### src/rtl/booth_multiplier_seq.sv
// Iterative radix-2 Booth multiplier: one add/sub/shift step per clock on a shared adder,
// signed or unsigned operands per transaction, valid/ready on both sides.
module booth_multiplier_seq #(
    parameter int WIDTH = 8
) (
    input  logic                 clk,
    input  logic                 reset,
    input  logic                 in_valid,
    output logic                 in_ready,
    input  logic                 is_signed,
    input  logic [WIDTH-1:0]     multiplicand,
    input  logic [WIDTH-1:0]     multiplier,
    output logic                 out_valid,
    input  logic                 out_ready,
    output logic [2*WIDTH-1:0]   product,
    output logic                 busy
);
    localparam int CW = $clog2(WIDTH + 2);
    localparam logic [CW-1:0] LAST = CW'(WIDTH);

    typedef enum logic [1:0] {S_IDLE, S_RUN, S_DONE} state_t;

    state_t               state_q, state_d;
    logic [WIDTH+1:0]     a_q, a_d;
    logic [WIDTH:0]       m_q, m_d;
    logic [WIDTH:0]       q_q, q_d;
    logic                 q1_q, q1_d;
    logic [CW-1:0]        cnt_q, cnt_d;
    logic [2*WIDTH-1:0]   product_q, product_d;

    logic [WIDTH+1:0]     m_ext;
    logic [WIDTH+1:0]     a_sum;
    logic                 accept;
    logic                 last_step;

    assign accept    = in_valid && in_ready;
    assign last_step = (state_q == S_RUN) && (cnt_q == LAST);

    always_ff @(posedge clk) begin
        if (reset) begin
            state_q   <= S_IDLE;
            a_q       <= '0;
            m_q       <= '0;
            q_q       <= '0;
            q1_q      <= 1'b0;
            cnt_q     <= '0;
            product_q <= '0;
        end else begin
            state_q   <= state_d;
            a_q       <= a_d;
            m_q       <= m_d;
            q_q       <= q_d;
            q1_q      <= q1_d;
            cnt_q     <= cnt_d;
            product_q <= product_d;
        end
    end

    always_comb begin
        state_d = state_q;
        case (state_q)
            S_IDLE:  if (accept)    state_d = S_RUN;
            S_RUN:   if (last_step) state_d = S_DONE;
            S_DONE:  if (out_ready) state_d = S_IDLE;
            default:                state_d = S_IDLE;
        endcase
    end

    // Operands carry one extra bit so unsigned values run through the same signed Booth recurrence.
    always_comb begin
        a_d       = a_q;
        m_d       = m_q;
        q_d       = q_q;
        q1_d      = q1_q;
        cnt_d     = cnt_q;
        product_d = product_q;
        m_ext     = {m_q[WIDTH], m_q};
        a_sum     = a_q;
        case ({q_q[0], q1_q})
            2'b01:   a_sum = a_q + m_ext;
            2'b10:   a_sum = a_q - m_ext;
            default: a_sum = a_q;
        endcase
        case (state_q)
            S_IDLE: begin
                if (accept) begin
                    m_d   = is_signed ? {multiplicand[WIDTH-1], multiplicand} : {1'b0, multiplicand};
                    q_d   = is_signed ? {multiplier[WIDTH-1], multiplier} : {1'b0, multiplier};
                    a_d   = '0;
                    q1_d  = 1'b0;
                    cnt_d = '0;
                end
            end
            S_RUN: begin
                a_d   = {a_sum[WIDTH+1], a_sum[WIDTH+1:1]};
                q_d   = {a_sum[0], q_q[WIDTH:1]};
                q1_d  = q_q[0];
                cnt_d = cnt_q + CW'(1);
                if (last_step)
                    product_d = {a_d[WIDTH-2:0], q_d};
            end
            default: ;
        endcase
    end

    always_comb begin
        in_ready  = (state_q == S_IDLE) && !reset;
        out_valid = (state_q == S_DONE);
        busy      = (state_q != S_IDLE);
        product   = product_q;
    end
endmodule
### config.mk
export PLATFORM = sky130hd
export DESIGN_NAME = booth_multiplier_seq
export DESIGN_NICKNAME = d
export VERILOG_FILES = /design/src/rtl/booth_multiplier_seq.sv
export SDC_FILE = /design/constraint.sdc
export NUM_CORES = 1
export LEC_CHECK = 0
export ABC_AREA = 1
export CAP_MARGIN = 20
export CORE_AREA = 8 8 78 80
export DETAILED_ROUTE_END_ITERATION = 12
export DIE_AREA = 0 0 86 88
export GPL_ROUTABILITY_DRIVEN = 0
export PLACE_DENSITY = 0.92
export SLEW_MARGIN = 20
export SYNTH_ARGS = -nofsm -noshare
export SYNTH_HDL_FRONTEND = slang
export SYNTH_SLANG_ARGS = --single-unit
### constraint.sdc
create_clock -name clk -period 4.3 [get_ports clk]
set_input_delay 0.86 -clock clk [delete_from_list [all_inputs] [get_ports clk]]
set_output_delay 0.86 -clock clk [all_outputs]
set_load 0.01 [all_outputs]
# Word-level counts from Yosys, hierarchy flattened

Cells that the tools add are included.

Bits in registers: 51
Input port bits: 21
Output and inout port bits: 19
Logic and storage cells: 44

Add/sub/neg operators: 3
Equality and inequality tests: 8
Mux-type cells: 15
Reduce and logical (&&, ||, !) cells: 11

Operators by type and width:

| kind                  | count |
|---|---|
| $pmux W10 S2          | 2 |
| $mux W9               | 3 |
| $pmux W9 S2           | 1 |
| $add A10 B10 Y10      | 1 |
| $mux W10              | 1 |
| $sub A10 B10 Y10      | 1 |
| $pmux W4 S2           | 1 |
| $mux W2               | 3 |
| $pmux W2 S3           | 1 |
| $reduce_and A2 Y1     | 3 |
| $add A4 B1 Y4 const B | 1 |
| $eq A2 B1 Y1 const B  | 2 |
| $eq A2 B2 Y1 const B  | 2 |
| $eq A4 B4 Y1 const B  | 1 |
| $mux W4               | 1 |
| $ne A2 B2 Y1 const B  | 2 |
| $reduce_bool A2 Y1    | 2 |
| $logic_and A1 B1 Y1   | 3 |
| $reduce_and A3 Y1     | 1 |
| $logic_not A2 Y1      | 1 |
| $ne A2 B1 Y1 const B  | 1 |
| $pmux W1 S2           | 1 |
| $logic_not A1 Y1      | 1 |
| $mux W1               | 1 |

# Longest topological paths before layout

Gate-level depths: netlist of run 1.

Depth in word-level cells: 5
Mapped depth: 20
Depth with buffers taken out: 20

# Least setup slack after synthesis of run 1

No wires, ideal clock.

Path type: register to register
Start point: reg q_q[0]
End point: reg a_q[7]
Library setup time: 0.132 ns
Arrival: 2.158 ns
Required time: 4.168 ns
Setup slack: 2.010 ns
Stages on the path, launching flop included: 14
Buffers on the path: 1
Period minus slack after synthesis: 2.290 ns
Cell sequence: dfxtp_1 -> ha_1 -> clkbuf_1 -> inv_1 -> o21ai_0 -> xor2_1 -> inv_1 -> ha_1 -> a21oi_1 -> o21a_1 -> o21ai_0 -> or2_2 -> nand3_1 -> a21oi_1

Longest elaborated chain between the ends: 3
Elaborated cells between the ends (all ways): 4
Classes of those cells: eq/ne: 2; mux: 2

RTL lines:

| element                                             | line | RTL |
|---|---|---|
| from (decl)                                         | 26   | `logic [WIDTH:0] q_q, q_d;` |
| from (signal assigned)                              | 52   | `q_q <= q_d;` |
| $eq A2 B2 Y1 / $eq A2 B1 Y1 (equally long branches) | 79   | `case ({q_q[0], q1_q})` |
| $pmux W10 S2 (*)                                    | 79   |  |
| $pmux W10 S2 (*)                                    | 84   | `case (state_q)` |
| to (signal assigned)                                | 42   | `a_q <= '0;` |
| to (signal assigned)                                | 50   | `a_q <= a_d;` |
| to (decl)                                           | 24   | `logic [WIDTH+1:0] a_q, a_d;` |

Every way passes the cells marked *; elsewhere a longest branch is shown, timed or not.
A chain may end at the register's enable or synchronous reset.

# Worst setup path after layout of run 1

Start point: in reset
End point: out in_ready

Longest elaborated chain between the ends: 2

RTL lines:

| element             | line | RTL |
|---|---|---|
| from (decl)         | 7    | `input logic reset,` |
| $logic_not A1 Y1    | 107  | `in_ready = (state_q == S_IDLE) && !reset;` |
| $logic_and A1 B1 Y1 | 107  |  |
| to (decl)           | 9    | `output logic in_ready,` |

Every way passes these cells.

==> flow_metrics.tcl, run 1 <==
set metrics [dict create \
    status "complete, no violations" \
    layout_common_cells "nand2_1, dfxtp_1, nor2_1" \
    setup_violations 0 \
    p_leak_nw 1.457 \
    powerDensity_mw_per_mm2 360.9 \
    cap_violations 0 \
    grt_pass1_vias 2729 \
    synthCells 398 \
    grt_max_degree 27 \
    vias 2723 \
    grt_pass1_wl_um 12080 \
    period_share 0.7062 \
    rsz0062_at_grt "no" \
    area_growth_pct 18.68 \
    placed_cell_area_mm2 0.003169 \
    die-height_um 88 \
    final_antenna_net_count 0 \
    min_to "q1_q" \
    ys_seq_area_frac 0.3592 \
    critPathKind "primary input to output pin" \
    skew_ns 0.01184 \
    ctsResizeCount 0 \
    arrival_ns 2.18 \
    first_pass_iters 5 \
    synth_largest_area_cell "dfxtp_1" \
    yosys_warnings 0 \
    initial_core_util 0.5672 \
    core_area_mm2 0.004912 \
    die-area_mm2 0.007568 \
    worstPathRequired_ns 3.44 \
    wl_per_cell_um 14.16 \
    synth.distinct_cells 33 \
    period_needed_ns 3.037 \
    clock_latency_ns 0.31 \
    drtIter0Drc 209 \
    grt_overflow 0 \
    cts_hold_buffers 0 \
    mostFrequentLayoutCell "nand2_1" \
    cts_tree "built" \
    rr_worst_depth 15 \
    cts_buffers 5 \
    die_w_um 86 \
    worst_slew_pin_slew_ns 0.5878 \
    nets 465 \
    drive_above_1_share 0.05336 \
    pin_count 40 \
    cp_max_fo 2 \
    cts-root-buf "clkbuf_8" \
    insertedDiodeCount 0 \
    wl_um 7092 \
    hold_viol 0 \
    vdd_drop_max_v 0.0002884 \
    synth_area_mm2 0.002786 \
    cp-start-kind "primary input" \
    fillCellCount 378 \
    clock_sinks 50 \
    synthTopCellsByArea "dfxtp_1, nand2_1, a21oi_1" \
    grt_usage 0.1957 \
    rows 26 \
    synth_top_area_share 0.3592 \
    clk_path_buf_depth 2 \
    htree_levels 2 \
    finalPower_w 0.001193 \
    worst_r2r_endpoint "a_q[5]" \
    hold_depth 2 \
    reg2reg_from "q_q[0]" \
    hold_start "q1_q" \
    r2r_slack_ns 1.60 \
    syn_nets 433 \
    timing.fmax_mhz 329.3 \
    post_cts_buffers 0 \
    hpwlAfterDp_um 4910 \
    drc 0 \
    slew_headroom 0.6072 \
    slew_violations 0 \
    fin_hold_ws_ns 0.4724 \
    hold_class "flop to flop" \
    cts.clk_slew.worst_paths_ns 0.09 \
    final_cell_area_mm2 0.003307 \
    avgSynthCellArea_um2 7.001 \
    ys_seq_elements 50 \
    antenna_found_initial 0 \
    vias_per_cell 5.435 \
    end_kind "output pin" \
    io_buffers 39 \
    tns_ns 0 \
    fin_util 0.6732 \
]
-- through the flow --
step                      setup slack [ns]  std cells
after floorplan                      2.010        398
after global placement               1.259        493
after detailed placement             1.259        493
after CTS                            1.259        501
after global routing                 1.244        501
final                                1.263        501
-- report_power, final --
| part | leakage (nW) | total [W] | internal [W] | switching, W |
|---|---|---|---|---|
| Combinational | 0.982 | 0.000297 | 0.000110 | 0.000187 |
| Sequential | 0.406 | 0.000496 | 0.000481 | 0.0000152 |
| Clock | 0.0683 | 0.000400 | 0.000233 | 0.000167 |
| Total | 1.46 | 0.00119 | 0.000824 | 0.000369 |
-- cells in the mapped netlist, drive strengths merged --
| master | count |
|---|---|
| o22ai | 1 |
| or2 | 4 |
| nor3 | 3 |
| a21oi | 39 |
| inv | 48 |
| o211ai | 1 |
| nand3 | 17 |
| o21ai | 39 |
| fa | 1 |
| xnor2 | 2 |
| buf | 8 |
| nand2 | 98 |
| dfxtp | 50 |
| a22o | 1 |
| o21a | 1 |
| ha | 13 |
| a22oi | 1 |
| nand3b | 1 |
| clkbuf | 7 |
| nor2 | 48 |
| a31oi | 9 |
| xor2 | 6 |
-- how the worst max path moves through the flow --
stage	startpoint	end	slack, ns	cells after the start
after floorplan	q_q[0]	a_q[7]	2.01	13
after global placement	reset	in_ready	1.26	3
after detailed placement	reset	in_ready	1.26	3
after CTS	reset	in_ready	1.26	3
after global routing	reset	in_ready	1.24	3
final	reset	in_ready	1.26	3
-- metal layers --
layer | vias up | share of wire | global-route usage
met2 | 90 | 0.51 | 0.3548
met1 | 1261 | 0.39 | 0.2052
met5 | - | 0 | 0
met4 | 0 | 0.042 | 0.1162
li1 | 1346 | - | -
met3 | 26 | 0.056 | 0.03940
-- cells by family after synthesis --
| logic type | after synthesis | share of synthesized area |
|---|---|---|
| flip-flops | 50 | 0.3592 |
| adder cells (fa/ha/maj) | 14 | 0.06556 |
| AO/OA/AOI/OAI | 92 | 0.1765 |
| buffers and inverters | 63 | 0.1033 |
| XOR/XNOR | 8 | 0.02515 |
| AND/OR/NAND/NOR | 171 | 0.2703 |
-- state kept, by name (all words and copies together) (netlist names) --
| signal | count |
|---|---|
| m_q | 9 |
| cnt_q | 4 |
| a_q | 9 |
| product | 16 |
| q_q | 9 |
| state_q | 2 |
| q1_q | 1 |
-- area by class of cell --
type / count / area (um2) / area share
multi-input combinational: 285 / 1498 / 0.4529
sequential: 50 / 1001 / 0.3027
timing repair buffer: 40 / 397.9 / 0.1203
inverter: 48 / 185.2 / 0.05600
tap: 70 / 87.58 / 0.02649
clock buffer: 5 / 68.82 / 0.02081
clock inverter: 3 / 68.82 / 0.02081
-- worst max-delay path, stage by stage --
cell             delay, ns
clkdlybuf4s50_1       0.56
nor2_8                0.20
clkdlybuf4s50_1       0.55
(Power assumes the default switching activity.)
==> run 2, diff against run 1 <==
CORE_AREA = 8 8 81 83   (was 8 8 78 80)
DIE_AREA = 0 0 89 91   (was 0 0 86 88)
PLACE_DENSITY = 0.86   (was 0.92)
clock period = 3.2 ns   (was 4.3 ns; I/O delays follow)
==> run 2 against run 1 <==
Effect of this change: via count shrank 3.3%; non-clock buffer count is the same; combinational power grew 29%; critical path depth is the same; sequential share of layout area grew 0.34 points; first-iteration DRC count shrank 23%; die area grew 7.0%; cell area shrank 1.1%.
==> flow_metrics.tcl, run 2 (same netlist as run 1, synthesis figures left out) <==
set metrics [dict create \
    fin_util 0.6128 \
    slew_headroom 0.5725 \
    status "complete, no violations" \
    final_antenna_net_count 0 \
    cts_tree "built" \
    grt_usage 0.1712 \
    timing.fmax_mhz 381.9 \
    cts_hold_buffers 0 \
    final-seq-area_mm2 0.001001 \
    vias_per_cell 5.235 \
    max_stage_delay_ns 0.57 \
    drive_above_1_share 0.05336 \
    clk_path_buf_depth 2 \
    core_area_mm2 0.005338 \
    antenna_found_initial 0 \
    cts_buffers 5 \
    clock_latency_ns 0.31 \
    worstPathRequired_ns 2.56 \
    die_w_um 89 \
    ctsResizeCount 0 \
    grt_pass1_vias 2561 \
    cap_violations 0 \
    p_leak_nw 1.436 \
    period_share 0.8184 \
    area_growth_pct 17.38 \
    worst_slew_pin_slew_ns 0.6405 \
    crit_chain "clkdlybuf4s50_1 -> nor2_8 -> clkdlybuf4s50_1" \
    tns_ns 0 \
    vias 2633 \
    hpwlAfterDp_um 4793 \
    grt_pass1_wl_um 11370 \
    pin_count 40 \
    rows 27 \
    final_cell_area_mm2 0.003271 \
    htree_levels 2 \
    end_kind "output pin" \
    insertedDiodeCount 0 \
    powerDensity_mw_per_mm2 444.7 \
    critPathKind "primary input to output pin" \
    mostFrequentLayoutCell "nand2_1" \
    cp-start-kind "primary input" \
    period_needed_ns 2.619 \
    finalPower_w 0.001454 \
    arrival_ns 1.98 \
    largest_reg_flops 16 \
    vdd_drop_max_v 0.0002832 \
    die-area_mm2 0.008099 \
    placed_cell_area_mm2 0.003172 \
    setup_violations 0 \
    hold_viol 0 \
    drc 0 \
    nets 465 \
    drtIter0Drc 161 \
    hold_class "flop to flop" \
    die-height_um 91 \
    layout_common_cells "nand2_1, dfxtp_1, nor2_1" \
    io_buffers 39 \
    rsz0062_at_grt "no" \
    post_cts_buffers 0 \
    cts-root-buf "clkbuf_8" \
    cts.clk_slew.worst_paths_ns 0.09 \
    initial_core_util 0.5220 \
    wl_um 6528 \
    slowest_stage "clkdlybuf4s50_1" \
    grt_max_degree 27 \
    wl_per_cell_um 12.98 \
    crit_top_cell "clkdlybuf4s50_1" \
    slew_violations 0 \
    cp_max_fo 2 \
    fin_hold_ws_ns 0.4715 \
    grt_overflow 0 \
    multi_input_area_mm2 0.001498 \
    skew_ns 0.009646 \
    fillCellCount 486 \
    first_pass_iters 4 \
    clock_sinks 50 \
]
-- run 2: cell types whose count changed in the layout (fill, tap and decap cells not counted), sizes merged --
cell and delta:
bufinv -2, clkinv -1, clkinvlp +1, clkbuf +1, inv +1
-- run 2: layer usage --
metal  up-vias  GRT usage  share of wire
met5         -          0              0
met4         0    0.07212          0.024
met3        19    0.03784          0.036
met2        63     0.2894           0.50
met1      1204     0.2004           0.44
li1       1347          -              -
-- run 2: per-stage QoR --
stage | instances | setup WS, ns
global placement | 495 | 0.5963
detailed placement | 495 | 0.5835
CTS | 503 | 0.5812
global route | 503 | 0.2889
floorplan | 398 | 0.9100
finish | 503 | 0.5813
-- run 2: power by group --
group / switching, W / internal, W / total (W) / leakage, nW
Sequential: 0.0000187 / 0.000646 / 0.000665 / 0.406
Combinational: 0.000238 / 0.000146 / 0.000384 / 0.982
Clock: 0.000227 / 0.000178 / 0.000405 / 0.0478
-- run 2: area by class of cell --
cell class              count  area share
clock inverters             2    0.004973
inverters                  48     0.05662
multi-input cells         285      0.4579
flip-flops and latches     50      0.3060
clock buffers               6     0.02525
repair buffers             40      0.1217
well taps                  72     0.02754
-- run 2: critical path, delay by kind of cell --
family,cells,cell delay (ns)
buf+inv,2,1.13
simple gates,1,0.21
-- run 2: worst paths after layout --
| check | startpoint | endpoint | slack [ns] | cells after the start |
|---|---|---|---|---|
| max | reset | in_ready | 0.58 | 3 |
| min | q1_q | q1_q | 0.47 | 2 |
| max reg2reg | m_q[0] | a_q[8] | 0.61 | 18 |
| min reg2reg | q1_q | q1_q | 0.47 | 2 |
==> run 3, diff against run 2 <==
CORE_AREA = 8 8 85 87   (was 8 8 81 83)
DIE_AREA = 0 0 93 95   (was 0 0 89 91)
PLACE_DENSITY = 0.82   (was 0.86)
clock period = 2.3 ns   (was 3.2 ns; I/O delays follow)
==> run 3 against run 2 <==
Effect of this change: critical path type is now flop to flop; worst hold slack worse by 0.0077 ns; flip-flop and latch count stayed put; die area is 9.1% higher; first-iteration DRC count is 12% higher; critical path depth is 15 higher; global-route usage hardly changed; largest power group unchanged; setup slack worse by 0.71 ns; the run now ends with negative setup slack left; register-to-register slack worse by 0.74 ns; total power is 62% higher; critical endpoint is now a_q[8]; cell area is 13% higher; via count is 7.1% higher.
==> flow_metrics.tcl, run 3 (same netlist as run 1, synthesis figures left out) <==
set metrics [dict create \
    die_w_um 93 \
    worstPathRequired_ns 2.49 \
    first_pass_iters 5 \
    drc 0 \
    timing.fmax_mhz 411.2 \
    area_growth_pct 32.11 \
    status "finished with violations" \
    end_kind "flop" \
    die-height_um 95 \
    final_antenna_net_count 0 \
    clock_sinks 50 \
    vias 2821 \
    hold_class "flop to flop" \
    die-area_mm2 0.008835 \
    vias_per_cell 5.343 \
    slew_headroom 0.7931 \
    io_buffers 39 \
    dp_cells 516 \
    cts_tree "built" \
    r2r_slack_ns -0.13 \
    critPathKind "flop to flop" \
    cp-start-kind "flop" \
    swShare 0.3330 \
    antenna_found_initial 0 \
    slew_violations 0 \
    wl_per_cell_um 14.75 \
    path_depth 18 \
    grt_usage 0.1713 \
    arrival_ns 2.62 \
    vdd_drop_max_v 0.0004638 \
    final_cell_area_mm2 0.003681 \
    clockPowerShare 0.269 \
    worst_slew_pin_slew_ns 0.3094 \
    crit_chain "inv_2 -> ha_4 -> inv_2 -> nor2_4 -> inv_2 -> nor2_4 -> nand2_1 -> nand2_1 -> xor2_1 -> inv_1 -> ha_4 -> nand2_4 -> nor2_4 -> nand2_2 -> o211ai_1 -> nand3_1 -> nand3_1 -> a21oi_1" \
    pin_count 40 \
    internal-power_w 0.001573 \
    skew_ns 0.01064 \
    hold_viol 0 \
    mostFrequentLayoutCell "nand2_1" \
    final_cells 528 \
    fillCellCount 492 \
    cts_hold_buffers 0 \
    grt_pass1_wl_um 12450 \
    cts.clk_slew.worst_paths_ns 0.10 \
    cts_buffers 5 \
    layout_common_cells "nand2_1, dfxtp_1, clkdlybuf4s50_1" \
    insertedDiodeCount 0 \
    fin_hold_ws_ns 0.4638 \
    tns_ns -0.3342 \
    drive_above_1_share 0.2031 \
    htree_levels 2 \
    grt_overflow 0 \
    nets 487 \
    max_stage_delay_ns 0.33 \
    cap_violations 0 \
    drtIter0Drc 181 \
    rows 28 \
    grt_pass1_vias 2760 \
    reg2reg_from "m_q[0]" \
    rsz0062_at_grt "yes" \
    placed_cell_area_mm2 0.003311 \
    initial_core_util 0.4791 \
    cp_max_fo 4 \
    critPathTopFamily "simple AND/OR/NAND/NOR gates" \
    switchingPower_w 0.0007856 \
    crit_end "a_q[8]" \
    violations "negative setup slack" \
    worst_r2r_endpoint "a_q[8]" \
    critPathLaunch "m_q[0]" \
    grt_max_degree 27 \
    fin_util 0.6330 \
    setup_violations 4 \
    path_buf_inv 4 \
    wl_um 7788 \
    clock_latency_ns 0.31 \
    p_comb_frac 0.337 \
    p_leak_nw 1.572 \
    slowest_stage "dfxtp_2" \
    period_needed_ns 2.432 \
    clk_path_buf_depth 2 \
    core_area_mm2 0.005816 \
    fin_ws_ns -0.1318 \
    cts-root-buf "clkbuf_8" \
    powerDensity_mw_per_mm2 640.9 \
    p_seq_frac 0.395 \
    rr_worst_depth 18 \
    largest_reg_flops 16 \
    hpwlAfterDp_um 5087 \
    period_share 1.057 \
]
-- run 3: cell count changes in the layout (fill, tap and decap cells not counted), sizes merged --
cell / change
clkinv: +1
buf: +22
bufinv: +1
clkinvlp: -1
clkbuf: -1
-- run 3: area by class of cell --
cell class | instances | area, um2 | area share
clock buffers | 5 | 68.82 | 0.01869
well taps | 75 | 93.84 | 0.02549
clock inverters | 3 | 43.79 | 0.01190
repair buffers | 62 | 563.0 | 0.1530
flip-flops and latches | 50 | 1007 | 0.2736
multi-input cells | 285 | 1719 | 0.4670
inverters | 48 | 185.2 | 0.05031
-- run 3: metal layers --
metal / up-vias / wire length (um) / GRT usage / part of all wire
met5: - / 0 / 0 / 0
met4: 0 / 271 / 0.07114 / 0.035
met3: 25 / 459 / 0.03175 / 0.059
met2: 104 / 3979 / 0.3024 / 0.51
met1: 1305 / 3078 / 0.1991 / 0.40
li1: 1387 / - / - / -
-- run 3: worst min-delay path by stage --
stage | start | end | slack, ns | cells after the start
2_1_floorplan | q1_q | q1_q | 0.44 | 2
3_3_place_gp | q1_q | q1_q | 0.45 | 2
3_5_place_dp | q1_q | q1_q | 0.46 | 2
4_1_cts | q1_q | q1_q | 0.47 | 2
5_1_grt | q1_q | q1_q | 0.50 | 2
6_report | q1_q | q1_q | 0.46 | 2
-- run 3: worst reg2reg max path, delay by kind of cell, from the launching register on --
family	cells	cell delay [ns]
buf+inv	4	0.30
flops	1	0.33
xor+xnor	1	0.17
fa+ha+maj	2	0.44
compound gates	2	0.28
simple gates	9	0.82
-- run 3: timing repair --
item / CTS / global route
pin swaps: 8 / 21
resized for setup: 20 / 44
endpoints found under the setup margin: 12 / 13
buffers inserted: 2 / 2
-- run 3: power by group through the flow --
stage               clock, W  sequential [W]  combinational, W
CTS                 0.000638        0.000928          0.000664
global placement           0        0.000944          0.000582
detailed placement         0        0.000946          0.000593
finish              0.000634        0.000931          0.000794
floorplan                  0        0.000938          0.000413
global route        0.000675        0.000936          0.000864
-- run 3: per-stage QoR --
stage	worst slack (ns)	total power, W
after floorplan	0.009998	0.001351
after global placement	-0.04634	0.001526
after detailed placement	-0.1452	0.001538
after CTS	-0.01998	0.002231
after global routing	-0.2041	0.002474
final	-0.1318	0.002359
==> RTL change 1: new RTL, config.mk and constraints of run 1 <==
Take the reset off `product_q` and load it in a clocked block of its own.
--- a/src/rtl/booth_multiplier_seq.sv
+++ b/src/rtl/booth_multiplier_seq.sv
@@ -44,7 +44,6 @@
             q_q       <= '0;
             q1_q      <= 1'b0;
             cnt_q     <= '0;
-            product_q <= '0;
         end else begin
             state_q   <= state_d;
             a_q       <= a_d;
@@ -52,8 +51,11 @@
             q_q       <= q_d;
             q1_q      <= q1_d;
             cnt_q     <= cnt_d;
-            product_q <= product_d;
         end
+    end
+
+    always_ff @(posedge clk) begin
+        product_q <= product_d;
     end
 
     always_comb begin
Function: no difference found for any inputs over 10 cycles, from zero or initial values and one cycle with reset high; that may be too few to reach the edited logic, so the function may still have changed.
==> RTL change 1 against run 1 <==
Synthesized cell count fell by 15%; sequential cell count did not move; via count fell by 13%; first-iteration DRC count fell by 16%; die area did not move; count of clock-buffer cells in the layout rose by 1; design area fell by 3.9%; non-clock buffer count rose by 1; power fell by 7.5%; area after synthesis fell by 4.9%; clock power fell by 27%; routed wire length fell by 17%; worst setup slack got worse by 19 ps.
==> RTL change 1: results (changes against run 1) <==
* Status: finished, final reports clean (unchanged)
* Number of ordinary inverters in the final layout at 42 (was 48)
* Number of flops mapped to enable cells by yosys at 16 (was 0)
* HPWL after DPL at 4.42 mm (was 4.91 mm)
* Count of cell types in the netlist at 36 (was 33)
* Buffering overhead at 12.8% (was 12.0%)
* Final hold slack at 469 ps (was 472 ps)
* Nets at 412 (was 465)
* Clock buffers at 6 (was 5)
* R2r setup slk at 1740 ps (was 1600 ps)
* Drt pass-1 iters at 4 (was 5)
* Final worst setup slack at 1240 ps (was 1260 ps)
* Vias per std cell at 5.26 (was 5.44)
* Hold Path End: product[5]$_DFFE_PP_ (was q1_q$_SDFFE_PP0P_)
* Multi-input combinational area share at 39.8% (was 45.3%)
* Filler Cell Count at 396 (was 378)
* First-pass GRT wire length at 10.1 mm (was 12.1 mm)
* Sequential area share after synthesis at 43.8% (was 35.9%)
* Synth Net Count at 375 (was 433)
* Clock Skew at 10.0 ps (was 11.8 ps)
* Post-DP Area at 0.00308 mm^2 (was 0.00317 mm^2)
* Int Pwr at 0.751 mW (was 0.824 mW)
* Register Area at 0.00116 mm^2 (was 0.00100 mm^2)
* VDD IR max at 231 uV (was 288 uV)
* Worst EP arrival at 2200 ps (was 2180 ps)
* Final wirelength at 5.92 mm (was 7.09 mm)
* Synth Area in Compound Gates at 15.4% (was 17.6%)
* Multi-input gates at 237 (was 285)
* Gate Count Post-Synth at 340 (was 398)
* Reg2reg start: m_q[0]$_SDFFE_PP0P_ (was q_q[0]$_SDFFE_PP0P_)
* Comb group at 0.288 mW (was 0.297 mW)
## RTL change 1: changes by cell type after synthesis, sizes merged, moves of 2 or more
cell	run 1	this run
a21oi	39	35
o21ai	39	22
or2	4	2
edfxtp	0	16
nand3	17	11
nand3b	1	3
dfxtp	50	34
inv	48	42
nor2	48	23
clkbuf	7	4
## RTL change 1: worst register-to-register path, stage by stage, from the launching register on
cell and delay (ps):
dfxtp_1 330, inv_1 100, ha_1 150, inv_1 50
nor2_1 120, inv_1 80, nor2_1 130, nand2_1 60
nand2_1 70, xor2_1 140, inv_1 70, ha_1 360
nand2_1 120, nor2_1 170, nor2_2 50, nand3b_1 80
nand3_1 70, nand2_1 100, nand2_1 60, a21oi_1 160
## RTL change 1: per-layer routing
| layer | track usage [%] | up-vias | share of wire, % |
|---|---|---|---|
| met5 | 0 | - | 0 |
| met1 | 18.1 | 1096 | 44 |
| li1 | - | 1191 | - |
| met4 | 8.92 | 0 | 1.4 |
| met3 | 2.53 | 7 | 4.4 |
| met2 | 30.2 | 64 | 51 |
==> RTL change 2: new RTL, config.mk and constraints of run 1 <==
Without the edit above. Change the parameter `WIDTH` from 8 to 4.
--- a/src/rtl/booth_multiplier_seq.sv
+++ b/src/rtl/booth_multiplier_seq.sv
@@ -1,7 +1,7 @@
 // Iterative radix-2 Booth multiplier: one add/sub/shift step per clock on a shared adder,
 // signed or unsigned operands per transaction, valid/ready on both sides.
 module booth_multiplier_seq #(
-    parameter int WIDTH = 8
+    parameter int WIDTH = 4
 ) (
     input  logic                 clk,
     input  logic                 reset,
Interface: changed (resized multiplicand, multiplier and product); port bits go from 40 to 24. The function was not compared with the original's and may differ.
==> RTL change 2 against run 1 <==
Critical endpoint unchanged; power is 38% lower; utilization is 27 points lower; sequential cell count is 21 lower; clock power is 38% lower; register-to-register slack better by 410 ps; area after synthesis is 43% lower; design area is 40% lower; synthesized cell count is 44% lower; worst setup slack better by 5.7 ps; routed wire length is 50% lower.
==> RTL change 2: results (changes against run 1) <==
* Status: finished, final reports clean (unchanged)
* XOR/XNOR Fraction of Synth Area at 2.74% (was 2.51%)
* Layout Cells excl Fill at 318 (was 501)
* Clock buffers at 7 (was 5)
* Largest net degree at the start of global routing at 23 (was 27)
* Worst-Margin Slew at 450 ps (was 588 ps)
* Avg WL per Cell at 11.1 um (was 14.2 um)
* Multi-input combinational area share at 43.1% (was 45.3%)
* Port Buffers at 23 (was 39)
* Post-DP Area at 0.00189 mm^2 (was 0.00317 mm^2)
* HPWL after DPL at 2.57 mm (was 4.91 mm)
* Reg2reg path depth at 12 (was 15)
* Initial drt markers at 95 (was 209)
* Sw frac at 31.6% (was 30.9%)
* Fraction of area in registers at 29.1% (was 30.3%)
* Lkg Pwr at 0.803 nW (was 1.46 nW)
* CP max stage delay at 550 ps
* Drt pass-1 iters at 4 (was 5)
* Layout Utilization at 40.6% (was 67.3%)
* First-pass GRT wire length at 6.15 mm (was 12.1 mm)
* Nets at 270 (was 465)
* Layout cells sized above 1 at 8.47% (was 5.34%)
* PD cells at 370 mW/mm^2 (was 361 mW/mm^2)
* Final hold slack at 460 ps (was 472 ps)
* Multi-input gates at 157 (was 285)
* R2r setup slk at 2010 ps (was 1600 ps)
* Crit-path max FO at 22 (was 2)
* Filler Cell Count at 477 (was 378)
* Number of ordinary inverters in the final layout at 30 (was 48)
* Synth Area in Compound Gates at 16.5% (was 17.6%)
* Initial antenna violation count at 0 (unchanged)
* Vias per std cell at 4.62 (was 5.44)
* Cells after DPL at 310 (was 493)
* Reg2reg start: m_q[0]$_SDFFE_PP0P_ (was q_q[0]$_SDFFE_PP0P_)
* End of the worst register-to-register path: a_q[2]$_SDFFE_PP0P_ (was a_q[5]$_SDFFE_PP0P_)
* Clock-pin slew of the registers on the worst-case setup and hold paths at 60 ps (was 90 ps)
* Gate Count Post-Synth at 221 (was 398)
* Clock Skew at 3.21 ps (was 11.8 ps)
* Count of cell types in the netlist at 28 (was 33)
* Synth Net Count at 244 (was 433)
* Fin crit period at 3030 ps (was 3040 ps)
* Setup WS pre-CTS at 1270 ps (was 1260 ps)
* # clock sinks at 29 (was 50)
* Buffers outside the clock class at 24 (was 40)
* VDD IR max at 227 uV (was 288 uV)
* Synth Area in Adders at 8.30% (was 6.56%)
* Top post-synthesis cells by area: dfxtp_1 (36%), nand2_1 (14%), a21oi_1 (8.1%) (was dfxtp_1 (36%), nand2_1 (13%), a21oi_1 (6.6%))
* Clock Latency Late Sink at 280 ps (was 310 ps)
* All-Layer GR Usage at 10.2% (was 19.6%)
* Vias in the first global route at 1410 (was 2729)
* Buffering overhead at 11.9% (was 12.0%)
* Clock-cell share of area at 5.08% (was 4.16%)
## RTL change 2: changes by cell type in the layout (fill, tap and decap cells not counted), sizes merged, moves of 5 or more
cell | before | now
nand2 | 98 | 62
inv | 48 | 29
a21oi | 39 | 26
clkdlybuf4s50 | 39 | 23
nor2 | 48 | 13
dfxtp | 50 | 29
nand3 | 17 | 12
o21ai | 39 | 18
## RTL change 2: routing by layer
| layer | part of all wire, % | global-route usage [%] |
|---|---|---|
| met1 | 44 | 10.9 |
| met2 | 49 | 17.2 |
| met3 | 4.7 | 3.85 |
| met4 | 2.6 | 5.10 |
| met5 | 0 | 0 |
## RTL change 2: cell families (layout without fill, tap and decap cells)
kind of cell | Yosys count | in the layout
and+or+nand+nor | 91 | 91
AOI/OAI and AO/OA | 51 | 51
buffers and inverters | 35 | 62
DFF | 29 | 29
adders and majority gates | 10 | 10
xor gates and xnor gates | 5 | 5
## RTL change 2: critical path: cells and delay by family
family                 cells  cell delay, ps
buffers and inverters      3            1160
and+or+nand+nor            1             150
